===== config.mk =====
export PLATFORM = sky130hd
export DESIGN_NAME = sync_debounce
export DESIGN_NICKNAME = d
export VERILOG_FILES = /design/src/rtl/sync_debounce.sv
export SDC_FILE = /design/constraint.sdc
export NUM_CORES = 1
export LEC_CHECK = 0
export ABC_AREA = 1
export CAP_MARGIN = 10
export CORE_MARGIN = 4
export CORE_UTILIZATION = 46
export DETAILED_ROUTE_END_ITERATION = 12
export GPL_TIMING_DRIVEN = 0
export PLACE_DENSITY = 0.74
export SLEW_MARGIN = 0
export SYNTH_ARGS = -nofsm -noshare
export SYNTH_HDL_FRONTEND = slang
export SYNTH_SLANG_ARGS = --single-unit

===== constraint.sdc =====
create_clock -name clk -period 1.2 [get_ports clk]
set_input_delay 0.24 -clock clk [delete_from_list [all_inputs] [get_ports clk]]
set_output_delay 0.24 -clock clk [all_outputs]
set_load 0.01 [all_outputs]

===== src/rtl/sync_debounce.sv =====
// rtl/sync_debounce.sv - per-bit debounce filter with registered rise/fall pulses
// Each bit commits a new level only after STABLE_CYCLES consecutive enabled mismatching samples.
module sync_debounce #(
   parameter int               WIDTH         = 4,
   parameter int               STABLE_CYCLES = 8,
   parameter logic [WIDTH-1:0] RESET_VAL     = '0
) (
   input  logic             clk,
   input  logic             rst,
   input  logic [WIDTH-1:0] sync_i,
   input  logic             sample_en_i,
   output logic [WIDTH-1:0] stable_o,
   output logic [WIDTH-1:0] rise_o,
   output logic [WIDTH-1:0] fall_o,
   output logic             changed_o
);

   localparam int               CNT_W    = (STABLE_CYCLES > 1) ? $clog2(STABLE_CYCLES) : 1;
   localparam logic [CNT_W-1:0] CNT_LAST = CNT_W'(STABLE_CYCLES - 1);

   logic [WIDTH-1:0] stable_q, stable_d;
   logic [WIDTH-1:0] rise_q, rise_d;
   logic [WIDTH-1:0] fall_q, fall_d;
   logic             changed_q, changed_d;
   logic [CNT_W-1:0] cnt_q [WIDTH];
   logic [CNT_W-1:0] cnt_d [WIDTH];

   always_comb begin
      stable_d = stable_q;
      rise_d   = '0;
      fall_d   = '0;
      for (int b = 0; b < WIDTH; b++) begin
         cnt_d[b] = cnt_q[b];
         // A sample matching the accepted level restarts the qualification window.
         if (sync_i[b] == stable_q[b]) begin
            cnt_d[b] = '0;
         end else if (sample_en_i) begin
            if (cnt_q[b] == CNT_LAST) begin
               stable_d[b] = sync_i[b];
               cnt_d[b]    = '0;
               rise_d[b]   = sync_i[b];
               fall_d[b]   = ~sync_i[b];
            end else begin
               cnt_d[b] = cnt_q[b] + CNT_W'(1);
            end
         end
      end
      changed_d = |(rise_d | fall_d);
   end

   always_ff @(posedge clk or posedge rst) begin
      if (rst) begin
         stable_q  <= RESET_VAL;
         rise_q    <= '0;
         fall_q    <= '0;
         changed_q <= 1'b0;
         for (int b = 0; b < WIDTH; b++) begin
            cnt_q[b] <= '0;
         end
      end else begin
         stable_q  <= stable_d;
         rise_q    <= rise_d;
         fall_q    <= fall_d;
         changed_q <= changed_d;
         for (int b = 0; b < WIDTH; b++) begin
            cnt_q[b] <= cnt_d[b];
         end
      end
   end

   assign stable_o  = stable_q;
   assign rise_o    = rise_q;
   assign fall_o    = fall_q;
   assign changed_o = changed_q;

endmodule


==> flow_metrics.env <==
export IMPL_r2r_cells=4
export IMPL_cpPeakStageDelay_ns=0.41
export IMPL_placed_cell_area_mm2=0.00140
export IMPL_core_area_mm2=0.00232
export IMPL_crit_type="flop to flop"
export IMPL_synth_top_family_by_area="simple AND/OR/NAND/NOR gates"
export IMPL_path_cells="ha_2 -> ha_4 -> or2_4 -> o21ai_2"
export IMPL_layout_nets=188
export IMPL_clk_pin_slew_ns=0.13
export IMPL_cts_tree="done"
export IMPL_critPathRequiredTime_ns=1.45
export IMPL_wl_met1_um=1070
export IMPL_cp_end_kind="flop"
export IMPL_start_util=0.502
export IMPL_crit_slowest_cell="dfrtp_1"
export IMPL_finalClockSkew_ns=0.00465
export IMPL_wl_met3_um=103
export IMPL_top_layer="met4"
export IMPL_synth_net_count=150
export IMPL_min_path_type="input port to flop"
export IMPL_synth_mux_area_fraction=0
export IMPL_synth_area_leaders="dfrtp_1, nand2_1, ha_1"
export IMPL_place_hpwl_um=1680
export IMPL_htree_levels=1
export IMPL_tightest_slew_ns=0.953
export IMPL_fmax_ghz=0.845
export IMPL_n_fill_cell=192
export IMPL_tns_ns=0
export IMPL_die_x_um=58.3
export IMPL_max_cap_viol_count=0
export IMPL_cp_top_family="flip-flops"
export IMPL_outcome="completed"
export IMPL_fp_dieArea_mm2=0.00340
export IMPL_cp_data_arrival_time_ns=1.43
export IMPL_final_setup_viol_count=0
export IMPL_gp_congestion=0.801
export IMPL_cts_sinks=25
export IMPL_io_buffers=19
export IMPL_drive_above_1_share=0.343
export IMPL_syn_to_final_growth_pct=36.5
export IMPL_gr_total_overflow=0
export IMPL_worstHoldPathCells=3
export IMPL_drc_errors=0
export IMPL_synth_top_area_frac=0.538
export IMPL_r2r_setup_slack_ns=0.02
export IMPL_netlist_instances=135
export IMPL_hold_path_end="fall_o[3]"
export IMPL_min_from="sample_en_i"
export IMPL_numCtsBuffers=3
export IMPL_finalCritPeriodShare=0.986
export IMPL_syn_avg_cell_area_um2=8.62
export IMPL_grt_pass1_wl_um=4270
export IMPL_path_buf_inv=0
export IMPL_antenna_found_initial=0
export IMPL_diodes=0
export IMPL_vias_per_cell=5.22
export IMPL_syn_area_mm2=0.00116
export IMPL_design_area_mm2=0.00159
export IMPL_routedWlPerCell_um=13.6
export IMPL_cts_hold_buf=0
export IMPL_finalCriticalPeriod_ns=1.18
export IMPL_synth_seq_cells=25
export IMPL_synth_xor_area_frac=0
export IMPL_synth_distinct_cells=15
export IMPL_vias=1044
export IMPL_ir_worst_vdd_mv=0.920
export IMPL_yosys_area_top_type="dfrtp_1"
export IMPL_start_kind="flop"
export IMPL_grt_start_max_net_pins=26
export IMPL_synth_adder_area_share=0.0860
export IMPL_wirelength_um=2710
export IMPL_slew_viol_final=0
export IMPL_synthTopCellsByCount="nand2_1, dfrtp_1, inv_1, nand3_1, nor2_1"
export IMPL_worstPathMaxFanout=4
export IMPL_pin_count=20
export IMPL_synth_edf_count=0
export IMPL_yosysWarnings=0
export IMPL_wl_met2_um=1520
export IMPL_die_y_um=58.3
export IMPL_reg2reg_to="cnt_q[9]"
export IMPL_synthSimpleGateAreaFrac=0.261
export IMPL_clockRootBuffer="clkbuf_4"
export IMPL_grt_pass1_vias=1031
export IMPL_pre_cts_ws_ns=-0.258
export IMPL_relSlewSlack=0.364
export IMPL_timing_rr_start="cnt_q[9]"
export IMPL_grt_usage=0.165
export IMPL_hold_viol=0
export IMPL_async_flop_share=1.00
export IMPL_ys_seq_area_frac=0.538
export IMPL_yosysMostFrequentCell="nand2_1"
export IMPL_ys_flop_type="dfrtp_1"
export IMPL_ant_nets=0
export IMPL_p_per_area_mw_per_mm2=920
export IMPL_clk_latency_ns=0.31
export IMPL_leakagePower_nw=0.923
export IMPL_drt_iter0_drc=26
export IMPL_clk_path_buf_depth=2
export IMPL_rsz0062_at_grt="true"
export IMPL_synth_compound_area_frac=0.0312
export IMPL_fp_row_count=17
export IMPL_setup_ws_ns=0.0162
export IMPL_first_pass_iters=4
[final cells by class]
cell class | instances | area (um^2) | share of cell area
Sequential cell | 25 | 626 | 0.394
Inverter | 23 | 86.3 | 0.0544
Multi-Input combinational cell | 86 | 571 | 0.359
Tap cell | 28 | 35.0 | 0.0221
Clock buffer | 4 | 26.3 | 0.0165
Buffer | 1 | 11.3 | 0.00709
Timing Repair Buffer | 33 | 233 | 0.147
[metrics by stage]
stage,hold slack [ns],util,total power (W),instances
after floorplan,0.267,-,0.000985,135
after global placement,0.460,0.602,0.00103,182
after detailed placement,0.478,0.602,0.00104,182
after CTS,0.450,0.674,0.00145,197
after global routing,0.317,0.685,0.00155,200
final,0.333,0.685,0.00146,200
[flip-flops by register name, summed over array words and instances, names as in the netlist]
name and count:
changed_o 1, cnt_q 12, fall_o 4, rise_o 4, stable_o 4
[metal layers]
layer	up-vias	track usage
li1	499	-
met5	-	0
met1	524	0.185
met2	19	0.305
met3	2	0.0482
met4	0	0.0364
[repair_timing]
action | CTS | global route
gates resized for setup | 43 | 29
pin swaps | 9 | 6
setup endpoints to repair | 18 | 24
setup buffers | 11 | 3
gates cloned | 0 | 0
[report_power, final]
| group | internal [W] | switching [W] | total, W |
|---|---|---|---|
| Combinational | 0.0000937 | 0.000109 | 0.000202 |
| Clock | 0.000130 | 0.000243 | 0.000373 |
| Sequential | 0.000866 | 0.0000179 | 0.000884 |
| Total | 0.00109 | 0.000370 | 0.00146 |
[logic make-up after synthesis]
group,count (synthesis)
AOI/OAI and AO/OA,7
adders and majority gates,8
and+or+nand+nor,71
buffers and inverters,24
DFF,25
[layout by cell type (no fill, tap or decap), types with 2 or more instances in the layout]
| master | n |
|---|---|
| nor2_2 | 2 |
| nor2_1 | 5 |
| nand2_2 | 4 |
| clkbuf_4 | 3 |
| nor2_4 | 2 |
| dfrtp_1 | 25 |
| ha_4 | 5 |
| inv_1 | 19 |
| nand2_1 | 38 |
| o21ai_2 | 3 |
| ha_2 | 3 |
| a21oi_1 | 3 |
| buf_4 | 14 |
| clkdlybuf4s50_1 | 5 |
| clkbuf_2 | 12 |
| nand3_1 | 10 |
| nand4_1 | 6 |
| or2_4 | 3 |
| inv_2 | 4 |
[tightest hold or removal path, cell delays in order]
cell            delay, ns
dlymetal6s2s_1       0.20
nand2_4              0.10
nor2_1               0.07
[worst max-delay path by stage]
stage / from / slack, ns / endpoint / cells past startpoint
after CTS: stable_o[2] / 0.003 / stable_o[2] / 1
after floorplan: cnt_q[9] / 0.001 / cnt_q[9] / 4
after detailed placement: rst / -0.26 / fall_o[1] / 2
after global placement: rst / -0.20 / rise_o[1] / 2
final: cnt_q[9] / 0.02 / cnt_q[9] / 4
after global routing: stable_o[0] / -0.06 / cnt_q[11] / 7
(Power assumes the default switching activity.)
